===== src/rtl/lsms_pkg.sv =====
// -----------------------------------------------------------------------------
// lsms_pkg
// Shared definitions for the local-search move selector.
//   - Default problem dimensions (integer/boolean variable counts, value width,
//     clause-index width, gain latency) and the widths derived from them.
//   - Candidate index layout: 0 = no move, then +1/-1 pairs per integer
//     variable, then one flip per boolean variable.
//   - FSM state encoding.
// -----------------------------------------------------------------------------
package lsms_pkg;

  localparam int NI_IDX_W         = 1;                // log2 of integer variable count
  localparam int NB_IDX_W         = 1;                // log2 of boolean variable count
  localparam int W                = 4;                // integer value width (two's complement)
  localparam int CI_W             = 2;                // log2 of clause count
  localparam int GAIN_LATENCY_DEF = 2;                // gain stage latency in cycles

  localparam int NI     = 1 << NI_IDX_W;
  localparam int NB     = 1 << NB_IDX_W;
  localparam int NC     = 1 + 2 * NI + NB;            // total candidate count
  localparam int IDX_W  = $clog2(NC);
  localparam int GAIN_W = CI_W + 1;

  // Candidate index ranges for the default dimensions
  localparam int CAND_NO_MOVE   = 0;
  localparam int CAND_INT_BASE  = 1;                  // +1 on var k at BASE+2k, -1 at BASE+2k+1
  localparam int CAND_BOOL_BASE = CAND_INT_BASE + 2 * NI;

  typedef enum logic [1:0] {
    ST_IDLE = 2'd0,
    ST_EVAL = 2'd1,
    ST_DONE = 2'd2
  } lsms_state_e;

endpackage : lsms_pkg


===== src/rtl/candidate_move_generator.sv =====
// -----------------------------------------------------------------------------
// candidate_move_generator
// Purely combinational: maps a snapshot assignment and a candidate index to
// the assignment after that move, plus a validity flag.
//   i_int   NI*W  snapshot integer values, var k at [k*W +: W]
//   i_bool  NB    snapshot boolean values
//   i_idx   IDX_W candidate index
//   o_int   NI*W  integer values after the move
//   o_bool  NB    boolean values after the move
//   o_valid 1     move exists and does not overflow the integer range
// An increment of the maximum value or a decrement of the minimum value is
// marked invalid and the assignment is left untouched, so no wrapped value is
// ever produced.
// -----------------------------------------------------------------------------
module candidate_move_generator
  import lsms_pkg::*;
#(
  parameter int P_NI    = NI,
  parameter int P_NB    = NB,
  parameter int P_W     = W,
  parameter int P_IDX_W = IDX_W
) (
  input  logic [P_NI*P_W-1:0] i_int,
  input  logic [P_NB-1:0]     i_bool,
  input  logic [P_IDX_W-1:0]  i_idx,
  output logic [P_NI*P_W-1:0] o_int,
  output logic [P_NB-1:0]     o_bool,
  output logic                o_valid
);

  localparam int LP_NC        = 1 + 2 * P_NI + P_NB;
  localparam int LP_INT_BASE  = 1;
  localparam int LP_BOOL_BASE = LP_INT_BASE + 2 * P_NI;

  localparam logic [P_W-1:0] LP_MAX_V = {1'b0, {(P_W-1){1'b1}}};
  localparam logic [P_W-1:0] LP_MIN_V = {1'b1, {(P_W-1){1'b0}}};
  localparam logic [P_W-1:0] LP_ONE   = {{(P_W-1){1'b0}}, 1'b1};

  logic [31:0] w_idx;

  assign w_idx = 32'(i_idx);

  // Apply the move selected by i_idx to the snapshot and judge its validity
  always_comb begin
    o_int   = i_int;
    o_bool  = i_bool;
    o_valid = (w_idx < 32'(LP_NC));
    for (int k = 0; k < P_NI; k++) begin
      if (w_idx == 32'(LP_INT_BASE + 2 * k)) begin
        if (i_int[k*P_W +: P_W] == LP_MAX_V) begin
          o_valid = 1'b0;
        end else begin
          o_int[k*P_W +: P_W] = i_int[k*P_W +: P_W] + LP_ONE;
        end
      end else if (w_idx == 32'(LP_INT_BASE + 2 * k + 1)) begin
        if (i_int[k*P_W +: P_W] == LP_MIN_V) begin
          o_valid = 1'b0;
        end else begin
          o_int[k*P_W +: P_W] = i_int[k*P_W +: P_W] - LP_ONE;
        end
      end else begin
        o_int[k*P_W +: P_W] = i_int[k*P_W +: P_W];
      end
    end
    for (int b = 0; b < P_NB; b++) begin
      if (w_idx == 32'(LP_BOOL_BASE + b)) begin
        o_bool[b] = ~i_bool[b];
      end else begin
        o_bool[b] = i_bool[b];
      end
    end
  end

endmodule : candidate_move_generator


===== src/rtl/local_search_move_selector.sv =====
// -----------------------------------------------------------------------------
// local_search_move_selector
// Drives a gain-computation stage with every single-step move around a
// snapshot assignment and reports the move with the highest gain.
// Ports:
//   in_clk / in_reset                  clock, asynchronous active-low reset
//   in_start                           start a search (sampled in IDLE only)
//   in_integer_current_assignment      NI*W snapshot integer values
//   in_boolean_current_assignment      NB   snapshot boolean values
//   in_number_of_satisfied_clauses     CI+1 gain returned by the gain stage
//   out_integer_assignment_after_move  NI*W candidate presented to the gain stage
//   out_boolean_assignment_after_move  NB   candidate presented to the gain stage
//   out_gain_enable                    1    candidate valid for the gain stage
//   out_best_integer_assignment        NI*W winning integer assignment
//   out_best_boolean_assignment        NB   winning boolean assignment
//   out_best_gain                      CI+1 gain of the winner
//   out_best_move_index                IDX  index of the winner
//   out_busy                           1    search in progress
//   out_done                           1    one-cycle completion pulse
// All outputs are registers. Candidate outputs are loaded from the next-state
// values so that the presented candidate always lines up with r_state/r_idx.
// -----------------------------------------------------------------------------
module local_search_move_selector
  import lsms_pkg::*;
#(
  parameter int MAXIMUM_BIT_WIDTH_OF_INTEGER_VARIABLE_INDEX = NI_IDX_W,
  parameter int MAXIMUM_BIT_WIDTH_OF_BOOLEAN_VARIABLE_INDEX = NB_IDX_W,
  parameter int MAXIMUM_BIT_WIDTH_OF_INTEGER_VARIABLE       = W,
  parameter int MAXIMUM_BIT_WIDTH_OF_CLAUSES_INDEX          = CI_W,
  parameter int GAIN_LATENCY                                = GAIN_LATENCY_DEF,
  localparam int LP_NI    = 1 << MAXIMUM_BIT_WIDTH_OF_INTEGER_VARIABLE_INDEX,
  localparam int LP_NB    = 1 << MAXIMUM_BIT_WIDTH_OF_BOOLEAN_VARIABLE_INDEX,
  localparam int LP_W     = MAXIMUM_BIT_WIDTH_OF_INTEGER_VARIABLE,
  localparam int LP_GW    = MAXIMUM_BIT_WIDTH_OF_CLAUSES_INDEX + 1,
  localparam int LP_NC    = 1 + 2 * LP_NI + LP_NB,
  localparam int LP_IDX_W = $clog2(LP_NC)
) (
  input  logic                     in_clk,
  input  logic                     in_reset,
  input  logic                     in_start,
  input  logic [LP_NI*LP_W-1:0]    in_integer_current_assignment,
  input  logic [LP_NB-1:0]         in_boolean_current_assignment,
  input  logic [LP_GW-1:0]         in_number_of_satisfied_clauses,
  output logic [LP_NI*LP_W-1:0]    out_integer_assignment_after_move,
  output logic [LP_NB-1:0]         out_boolean_assignment_after_move,
  output logic                     out_gain_enable,
  output logic [LP_NI*LP_W-1:0]    out_best_integer_assignment,
  output logic [LP_NB-1:0]         out_best_boolean_assignment,
  output logic [LP_GW-1:0]         out_best_gain,
  output logic [LP_IDX_W-1:0]      out_best_move_index,
  output logic                     out_busy,
  output logic                     out_done
);

  localparam int LP_CNT_W = (GAIN_LATENCY > 1) ? $clog2(GAIN_LATENCY) : 1;

  localparam logic [LP_CNT_W-1:0] LP_LAST_CNT  = LP_CNT_W'(GAIN_LATENCY - 1);
  localparam logic [LP_CNT_W-1:0] LP_CNT_ONE   = LP_CNT_W'(1);
  localparam logic [LP_IDX_W-1:0] LP_LAST_IDX  = LP_IDX_W'(LP_NC - 1);
  localparam logic [LP_IDX_W-1:0] LP_IDX_ONE   = LP_IDX_W'(1);
  // Every clause satisfied: no later candidate can beat this
  localparam logic [LP_GW-1:0]    LP_GAIN_FULL = {1'b1, {(LP_GW-1){1'b0}}};

  lsms_state_e               r_state;
  lsms_state_e               w_state_nxt;
  logic [LP_IDX_W-1:0]       r_idx;
  logic [LP_IDX_W-1:0]       w_idx_nxt;
  logic [LP_CNT_W-1:0]       r_cnt;
  logic [LP_CNT_W-1:0]       w_cnt_nxt;
  logic [LP_NI*LP_W-1:0]     r_snap_int;
  logic [LP_NI*LP_W-1:0]     w_snap_int_nxt;
  logic [LP_NB-1:0]          r_snap_bool;
  logic [LP_NB-1:0]          w_snap_bool_nxt;
  logic                      w_sample;
  logic                      w_update;
  logic                      w_start;

  logic [LP_NI*LP_W-1:0]     w_cand_int;
  logic [LP_NB-1:0]          w_cand_bool;
  logic                      w_cand_valid;

  logic [LP_NI*LP_W-1:0]     r_after_int;
  logic [LP_NB-1:0]          r_after_bool;
  logic                      r_gain_en;
  logic [LP_NI*LP_W-1:0]     r_best_int;
  logic [LP_NB-1:0]          r_best_bool;
  logic [LP_GW-1:0]          r_best_gain;
  logic [LP_IDX_W-1:0]       r_best_idx;
  logic                      r_busy;
  logic                      r_done;

  // The generator sees next-state values so the registered candidate matches the state it is shown in
  candidate_move_generator #(
    .P_NI    (LP_NI),
    .P_NB    (LP_NB),
    .P_W     (LP_W),
    .P_IDX_W (LP_IDX_W)
  ) u_candidate_move_generator (
    .i_int   (w_snap_int_nxt),
    .i_bool  (w_snap_bool_nxt),
    .i_idx   (w_idx_nxt),
    .o_int   (w_cand_int),
    .o_bool  (w_cand_bool),
    .o_valid (w_cand_valid)
  );

  assign w_start = (r_state == ST_IDLE) && in_start;

  // Next-state logic: candidate sequencing, latency counting, skip and early exit
  always_comb begin
    w_state_nxt     = r_state;
    w_idx_nxt       = r_idx;
    w_cnt_nxt       = r_cnt;
    w_snap_int_nxt  = r_snap_int;
    w_snap_bool_nxt = r_snap_bool;
    w_sample        = 1'b0;
    case (r_state)
      ST_IDLE: begin
        if (in_start) begin
          w_state_nxt     = ST_EVAL;
          w_idx_nxt       = '0;
          w_cnt_nxt       = '0;
          w_snap_int_nxt  = in_integer_current_assignment;
          w_snap_bool_nxt = in_boolean_current_assignment;
        end else begin
          w_state_nxt = ST_IDLE;
        end
      end
      ST_EVAL: begin
        // r_gain_en is high exactly when the current candidate is valid
        if (r_gain_en) begin
          if (r_cnt == LP_LAST_CNT) begin
            w_sample  = 1'b1;
            w_cnt_nxt = '0;
            if ((in_number_of_satisfied_clauses == LP_GAIN_FULL) || (r_idx == LP_LAST_IDX)) begin
              w_state_nxt = ST_DONE;
            end else begin
              w_idx_nxt = r_idx + LP_IDX_ONE;
            end
          end else begin
            w_cnt_nxt = r_cnt + LP_CNT_ONE;
          end
        end else begin
          // Invalid candidate: spend one cycle and move on
          if (r_idx == LP_LAST_IDX) begin
            w_state_nxt = ST_DONE;
          end else begin
            w_idx_nxt = r_idx + LP_IDX_ONE;
          end
        end
      end
      ST_DONE: begin
        w_state_nxt = ST_IDLE;
      end
      default: begin
        w_state_nxt = ST_IDLE;
      end
    endcase
  end

  // Candidate 0 always wins so the result defaults to "no move"; ties keep the lower index
  assign w_update = w_sample &&
                    ((r_idx == '0) || (in_number_of_satisfied_clauses > r_best_gain));

  // FSM state, index, latency counter and snapshot registers
  always_ff @(posedge in_clk or negedge in_reset) begin
    if (!in_reset) begin
      r_state     <= ST_IDLE;
      r_idx       <= '0;
      r_cnt       <= '0;
      r_snap_int  <= '0;
      r_snap_bool <= '0;
    end else begin
      r_state     <= w_state_nxt;
      r_idx       <= w_idx_nxt;
      r_cnt       <= w_cnt_nxt;
      r_snap_int  <= w_snap_int_nxt;
      r_snap_bool <= w_snap_bool_nxt;
    end
  end

  // Candidate outputs towards the gain stage; invalid candidates are never loaded
  always_ff @(posedge in_clk or negedge in_reset) begin
    if (!in_reset) begin
      r_after_int  <= '0;
      r_after_bool <= '0;
      r_gain_en    <= 1'b0;
    end else begin
      r_gain_en <= (w_state_nxt == ST_EVAL) && w_cand_valid;
      if ((w_state_nxt == ST_EVAL) && w_cand_valid) begin
        r_after_int  <= w_cand_int;
        r_after_bool <= w_cand_bool;
      end else begin
        r_after_int  <= r_after_int;
        r_after_bool <= r_after_bool;
      end
    end
  end

  // Best-so-far registers: cleared to the snapshot on start, updated on a winning sample
  always_ff @(posedge in_clk or negedge in_reset) begin
    if (!in_reset) begin
      r_best_int  <= '0;
      r_best_bool <= '0;
      r_best_gain <= '0;
      r_best_idx  <= '0;
    end else if (w_start) begin
      r_best_int  <= in_integer_current_assignment;
      r_best_bool <= in_boolean_current_assignment;
      r_best_gain <= '0;
      r_best_idx  <= '0;
    end else if (w_update) begin
      // The presented candidate is the one whose gain is being sampled
      r_best_int  <= r_after_int;
      r_best_bool <= r_after_bool;
      r_best_gain <= in_number_of_satisfied_clauses;
      r_best_idx  <= r_idx;
    end else begin
      r_best_int  <= r_best_int;
      r_best_bool <= r_best_bool;
      r_best_gain <= r_best_gain;
      r_best_idx  <= r_best_idx;
    end
  end

  // Status flags: busy spans the search, done pulses once as the FSM leaves DONE
  always_ff @(posedge in_clk or negedge in_reset) begin
    if (!in_reset) begin
      r_busy <= 1'b0;
      r_done <= 1'b0;
    end else begin
      r_busy <= (w_state_nxt != ST_IDLE);
      r_done <= (r_state == ST_DONE);
    end
  end

  assign out_integer_assignment_after_move = r_after_int;
  assign out_boolean_assignment_after_move = r_after_bool;
  assign out_gain_enable                   = r_gain_en;
  assign out_best_integer_assignment       = r_best_int;
  assign out_best_boolean_assignment       = r_best_bool;
  assign out_best_gain                     = r_best_gain;
  assign out_best_move_index               = r_best_idx;
  assign out_busy                          = r_busy;
  assign out_done                          = r_done;

endmodule : local_search_move_selector


===== config.mk =====
export PLATFORM = sky130hd
export DESIGN_NAME = local_search_move_selector
export DESIGN_NICKNAME = d
export VERILOG_FILES = /design/src/rtl/lsms_pkg.sv /design/src/rtl/candidate_move_generator.sv /design/src/rtl/local_search_move_selector.sv
export SDC_FILE = /design/constraint.sdc
export NUM_CORES = 1
export LEC_CHECK = 0
export CAP_MARGIN = 40
export CORE_MARGIN = 2
export CORE_UTILIZATION = 50
export CTS_BUF_LIST = sky130_fd_sc_hd__clkbuf_8
export DETAILED_ROUTE_END_ITERATION = 7
export PLACE_DENSITY = 0.83
export REMOVE_ABC_BUFFERS = 1
export SKIP_LAST_GASP = 1
export SYNTH_ARGS = -nofsm -noshare
export SYNTH_HDL_FRONTEND = slang
export SYNTH_SLANG_ARGS = --single-unit

===== constraint.sdc =====
create_clock -name in_clk -period 5.4 [get_ports in_clk]
set_input_delay 1.08 -clock in_clk [delete_from_list [all_inputs] [get_ports in_clk]]
set_output_delay 1.08 -clock in_clk [all_outputs]
set_load 0.02 [all_outputs]

==> results.tsv, run 1 <==
metric	value	unit
outcome	completed	
Yosys cell types	52	
routability congestion estimate from global placement	0.9181	
Reg-to-Reg Start	r_state[0]	
Post-Route Setup TNS	0	ns
GRT Resource Usage Total	0.2029	
total global routing overflow	0	
Yosys reg bits	45	
total number of vias	2092	
CTS Buf Count	5	
clk buf depth	2	
Starting Density	0.5116	
first-pass GRT wire length	9522	um
Final Instance Area	3268	um2
# Post-CTS Setup Buffers	0	
Min-Delay Path Depth	2	
Routed Antenna Nets	0	
Worst Hold End	r_snap_bool[1]	
CTS sink cnt	45	
final setup fails	0	
Arr. time, crit path	4.46	ns
Post-CTS Hold Fix Bufs	0	
Synth Area per Inst	10.22	um2
Layout Nets	329	
H-tree depth reported by CTS	2	
clock transition at the registers of the reported paths	0.09	ns
max-slew violations	0	
hold crit path type	flip-flop to flip-flop	
post-DP HPWL	4206	um
full die area	5785	um2
critical path cell sequence	clkdlybuf4s50_1, nor3b_4, buf_4, mux2i_1, inv_1, ha_1, and3_1, nor2b_1, a2111oi_4, buf_4, mux2_1	
synthesis-to-finish area growth	25.88	%
die height	76.06	um
Max Freq	234.1	MHz
layout cell share with drive strength beyond 1	0.1053	
register area share after synthesis	0.4337	
CTS tree	yes	
Critical Path Fanout Max	35	
largest net degree at the start of global routing	36	
WL per Instance	15.01	um
commonest cells after routing, fill and taps aside	45 x dfrtp_1, 43 x clkdlybuf4s50_1, 26 x nand2_1, 26 x mux2i_1, 21 x o21ai_0	
clk_lat worst skew	0.30	ns
max cap viols	0	
Slew @ Worst Pin	0.5551	ns
yosys warns	0	
fin crit period	4.271	ns
total power draw	2264	uW
Post-DP Area	3148	um2
number of flops mapped to enable cells by yosys	0	
Setup Crit Path Kind	primary input to flip-flop	
clk_skew	0.007272	ns
number of vias per cell	5.594	
Synth Flop Type	dfrtp_1	
PortBufs	44	
Critical R2R Capture	out_boolean_assignment_after_move[1]	
Final Hold Vio Count	0	
Slew HR	0.6300	
PwrDens	692.7	nW/um2
commonest non-fill, non-tap cell in the layout	dfrtp_1	
Gate Count Post-Synth	254	
Crit path top cell by count	buf_4	
DRC viols	0	
first drt pass iteration count	5	
Worst Setup End Kind	flip-flop	
post-synthesis cell area	2596	um2
Worst R2R Path Depth	10	
Yosys top cell by area	dfrtp_1	
core box area	5075	um2
Synth top area share	0.4337	
# IOs	45	
ys async rst share	1.000	
Setup crit start kind	primary input	
hold_sp	r_snap_bool[1]	
Leak	0.001486	uW
FP Rows	26	
CP max stage delay	0.52	ns
initial antenna violation count	0	
period utilization	0.7909	
slowest stage cell, crit path	clkdlybuf4s50_1	
initial DRC count	151	
Max IR drop VDD	0.3555	mV
# diodes	0	
Synth area leaders	dfrtp_1 43%, mux2i_1 10%, ha_1 4.8%	
vias in the first global route	1965	
RSZ-0062 raised after global routing	no	
die width	76.06	um
flop-to-flop setup slack	1.93	ns
root buffer cell	clkbuf_8	
post_cts resized	0	
Worst EP required	5.59	ns
Routed WL	5613	um
-- through the flow --
| stage | setup WS, ns | hold slack (ns) | std cells | util |
|---|---|---|---|---|
| floorplan | 1.002 | 0.4591 | 248 | - |
| global placement | 1.003 | 0.4775 | 365 | 0.6149 |
| detailed placement | 0.8764 | 0.4908 | 366 | 0.6203 |
| CTS | 1.142 | 0.5135 | 374 | 0.6440 |
| global route | 0.9024 | 0.5396 | 374 | 0.6440 |
| finish | 1.129 | 0.5118 | 374 | 0.6440 |
-- metal layers --
| metal | wire length [um] | track usage |
|---|---|---|
| met4 | 93 | 0.06364 |
| met2 | 2690 | 0.3259 |
| met1 | 2580 | 0.2770 |
| met5 | 0 | 0 |
| met3 | 249 | 0.04384 |
-- critical path: cells and delay by family --
kind	cells	cell delay, ns
buffers and inverters	4	1.28
AO/OA/AOI/OAI	1	0.47
AND/OR/NAND/NOR	3	0.56
multiplexers	2	0.79
adder cells (fa/ha/maj)	1	0.26
-- cell type report --
| class | count | area (um2) |
|---|---|---|
| multi-input combinational | 186 | 1385 |
| fill | 444 | 1807 |
| sequential | 45 | 1126 |
| tap | 70 | 87.58 |
| inverter | 17 | 63.81 |
| clock buffer | 6 | 82.58 |
| timing repair buffer | 48 | 485.5 |
| clock inverter | 2 | 37.54 |
-- worst max-delay path by stage --
stage             start                                    to  slack (ns)  depth (start not counted)
2_1_floorplan  in_start  out_boolean_assignment_after_move[0]        1.00                          8
3_3_place_gp   in_start  out_boolean_assignment_after_move[0]        1.00                         11
3_5_place_dp   in_start  out_boolean_assignment_after_move[1]        0.88                         11
4_1_cts        in_start  out_boolean_assignment_after_move[1]        1.14                         11
5_1_grt        in_start  out_boolean_assignment_after_move[1]        0.90                         11
6_report       in_start  out_boolean_assignment_after_move[1]        1.13                         11
-- state kept, by name, indices dropped and copies added (netlist names), 2 cells and up --
name / count
out_best_integer_assignment: 8
out_integer_assignment_after_move: 8
out_best_boolean_assignment: 2
out_best_gain: 3
out_boolean_assignment_after_move: 2
r_state: 2
out_best_move_index: 3
r_idx: 3
r_snap_int: 8
r_snap_bool: 2
-- cell families after synthesis --
logic type | Yosys count | share of synthesized area
AND/OR/NAND/NOR | 80 | 0.1692
AO/OA/AOI/OAI | 54 | 0.1456
flip-flops | 45 | 0.4337
multiplexers | 38 | 0.1523
buffers and inverters | 23 | 0.03759
adder cells (fa/ha/maj) | 10 | 0.04819
XOR/XNOR | 4 | 0.01349
-- cells in the mapped netlist (3+ instances only) --
library cell  instances
dfrtp_1              45
mux2_2                4
a21oi_1               4
xnor2_1               4
inv_1                15
ha_1                 10
o21ai_0              21
nand3_1               8
mux2_1                8
nand2_1              26
and2_1                4
a31oi_1               3
nor2_1               14
nor3_1                3
mux2i_1              26
buf_2                 3
nor2b_1               7
-- report_power, final --
part / internal (uW) / switching [uW]
sequential: 499 / 113
clock: 151 / 119
combinational: 636 / 746
(Power assumes the default switching activity.)
==> run 2: changes to the inputs <==
- clock period: 5.4 -> 4.1 ns (I/O delays scaled with it)
==> run 2 against run 1 <==
- final cell count is 1.3% higher
- sequential share of layout area shrank 0.52 points
- worst setup slack lost 0.46 ns
- die area did not move
- clock skew rose by 0.0048 ns
- clock-buffer cell count stayed put
- global-route usage shrank 0.34 points
- clock power rose by 33%
- combinational power rose by 36%
- core utilization is 0.99 points higher
- critical path depth unchanged
- highest routed layer unchanged
==> results.tsv, run 2 (synthesis results as in run 1) <==
metric	value	unit
Switching Fraction	0.4294	
Max IR drop VDD	0.5277	mV
Starting Density	0.5116	
# Post-CTS Setup Buffers	0	
fin crit period	3.428	ns
Final Instance Area	3318	um2
max cap viols	0	
Worst EP required	4.28	ns
Setup crit start kind	primary input	
Slew HR	0.6235	
Reg-to-Reg Start	r_state[0]	
routability congestion estimate from global placement	0.9165	
Max Freq	291.7	MHz
Sw Pwr	1305	uW
hold crit path type	primary input to async pin	
CTS tree	yes	
Clk network pwr share	0.117	
die width	76.06	um
Routed WL	5683	um
WL per Instance	14.99	um
Post-DP Area	3198	um2
period utilization	0.8362	
worst hold slack	0.4992	ns
root buffer cell	clkbuf_8	
clock transition at the registers of the reported paths	0.09	ns
Routed Antenna Nets	0	
FP Rows	26	
Post-CTS Hold Fix Bufs	0	
post_cts resized	0	
vias in the first global route	1912	
RSZ-0062 raised after global routing	no	
DRC viols	0	
outcome	completed	
number of vias per cell	5.459	
commonest cells after routing, fill and taps aside	45 x dfrtp_1, 43 x clkdlybuf4s50_1, 26 x nand2_1, 26 x mux2i_1, 21 x o21ai_0	
internal power	1735	uW
flop-to-flop setup slack	1.21	ns
clk_skew	0.01211	ns
final setup fails	0	
Setup Crit Path Kind	primary input to flip-flop	
Critical Path Fanout Max	35	
clk buf depth	2	
GRT Resource Usage Total	0.1995	
PortBufs	44	
largest net degree at the start of global routing	36	
initial antenna violation count	0	
Worst R2R Path Depth	10	
Critical R2R Capture	out_integer_assignment_after_move[3]	
max-slew violations	0	
Arr. time, crit path	3.61	ns
Slew @ Worst Pin	0.5648	ns
# diodes	0	
layout cell share with drive strength beyond 1	0.1197	
initial DRC count	122	
commonest non-fill, non-tap cell in the layout	dfrtp_1	
Final Hold Vio Count	0	
total number of vias	2069	
# IOs	45	
first drt pass iteration count	4	
Fillers	437	
core box area	5075	um2
Leak	0.001513	uW
CTS Buf Count	5	
Comb pwr share	0.618	
post-DP HPWL	4239	um
H-tree depth reported by CTS	2	
CTS sink cnt	45	
full die area	5785	um2
Layout Nets	334	
PwrDens	916.1	nW/um2
clk_lat worst skew	0.31	ns
synthesis-to-finish area growth	27.81	%
total global routing overflow	0	
first-pass GRT wire length	9287	um
Worst Setup End Kind	flip-flop	
die height	76.06	um
part of the power in registers	0.265	
## run 2: cell types whose count changed in the layout (fill, tap and decap cells not counted), sizes merged
| cell | before | now |
|---|---|---|
| buf | 5 | 10 |
## run 2: power groups by stage
| stage | clock network [uW] | registers (uW) | logic [uW] |
|---|---|---|---|
| after floorplan | 0 | 937 | 1120 |
| after global placement | 0 | 807 | 1800 |
| after detailed placement | 0 | 813 | 1870 |
| after CTS | 363 | 806 | 1880 |
| after global routing | 378 | 836 | 2030 |
| final | 357 | 804 | 1880 |
## run 2: worst max-delay path by stage
| stage | from | to | slack (ns) | cells past startpoint |
|---|---|---|---|---|
| 2_1_floorplan | in_start | out_boolean_assignment_after_move[0] | -0.04 | 8 |
| 5_1_grt | in_start | out_integer_assignment_after_move[3] | 0.48 | 11 |
| 3_3_place_gp | in_start | out_integer_assignment_after_move[5] | 0.46 | 11 |
| 6_report | in_start | out_integer_assignment_after_move[3] | 0.67 | 11 |
| 4_1_cts | in_start | out_integer_assignment_after_move[3] | 0.68 | 11 |
| 3_5_place_dp | in_start | out_integer_assignment_after_move[3] | 0.37 | 11 |
## run 2: critical path: stages
cell and delay [ns]:
clkdlybuf4s50_1 0.52, nor3b_4 0.24, buf_12 0.23, mux2i_1 0.24
inv_1 0.10, ha_1 0.23, and3_1 0.20, nor2b_1 0.17
a2111oi_4 0.30, buf_4 0.21, mux2_1 0.33
## run 2: cell type report
| cell class | count | area (um2) | share of cell area |
|---|---|---|---|
| multi-input combinational | 186 | 1385 | 0.4174 |
| clock inverter | 2 | 37.54 | 0.01131 |
| inverter | 17 | 63.81 | 0.01923 |
| tap | 70 | 87.58 | 0.02640 |
| sequential | 45 | 1126 | 0.3394 |
| clock buffer | 6 | 82.58 | 0.02489 |
| timing repair buffer | 53 | 535.5 | 0.1614 |
## run 2: layer usage
layer  vias up  track usage  wire length (um)  part of all wire
met5         -            0                 0                 0
li1       1018            -                 -                 -
met1       989       0.2562              2590              0.46
met4         0      0.07273               109             0.019
met2        52       0.3339              2739              0.48
met3        10      0.04265               244             0.043
## run 2: stage by stage
| stage | util | instances | setup slack (ns) | total power (uW) | setup TNS, ns |
|---|---|---|---|---|---|
| after floorplan | - | 248 | -0.03757 | 2056 | -0.1495 |
| after global placement | 0.6248 | 370 | 0.4604 | 2606 | 0 |
| after detailed placement | 0.6302 | 371 | 0.3735 | 2681 | 0 |
| after CTS | 0.6538 | 379 | 0.6823 | 3047 | 0 |
| after global routing | 0.6538 | 379 | 0.4814 | 3246 | 0 |
| final | 0.6538 | 379 | 0.6715 | 3040 | 0 |
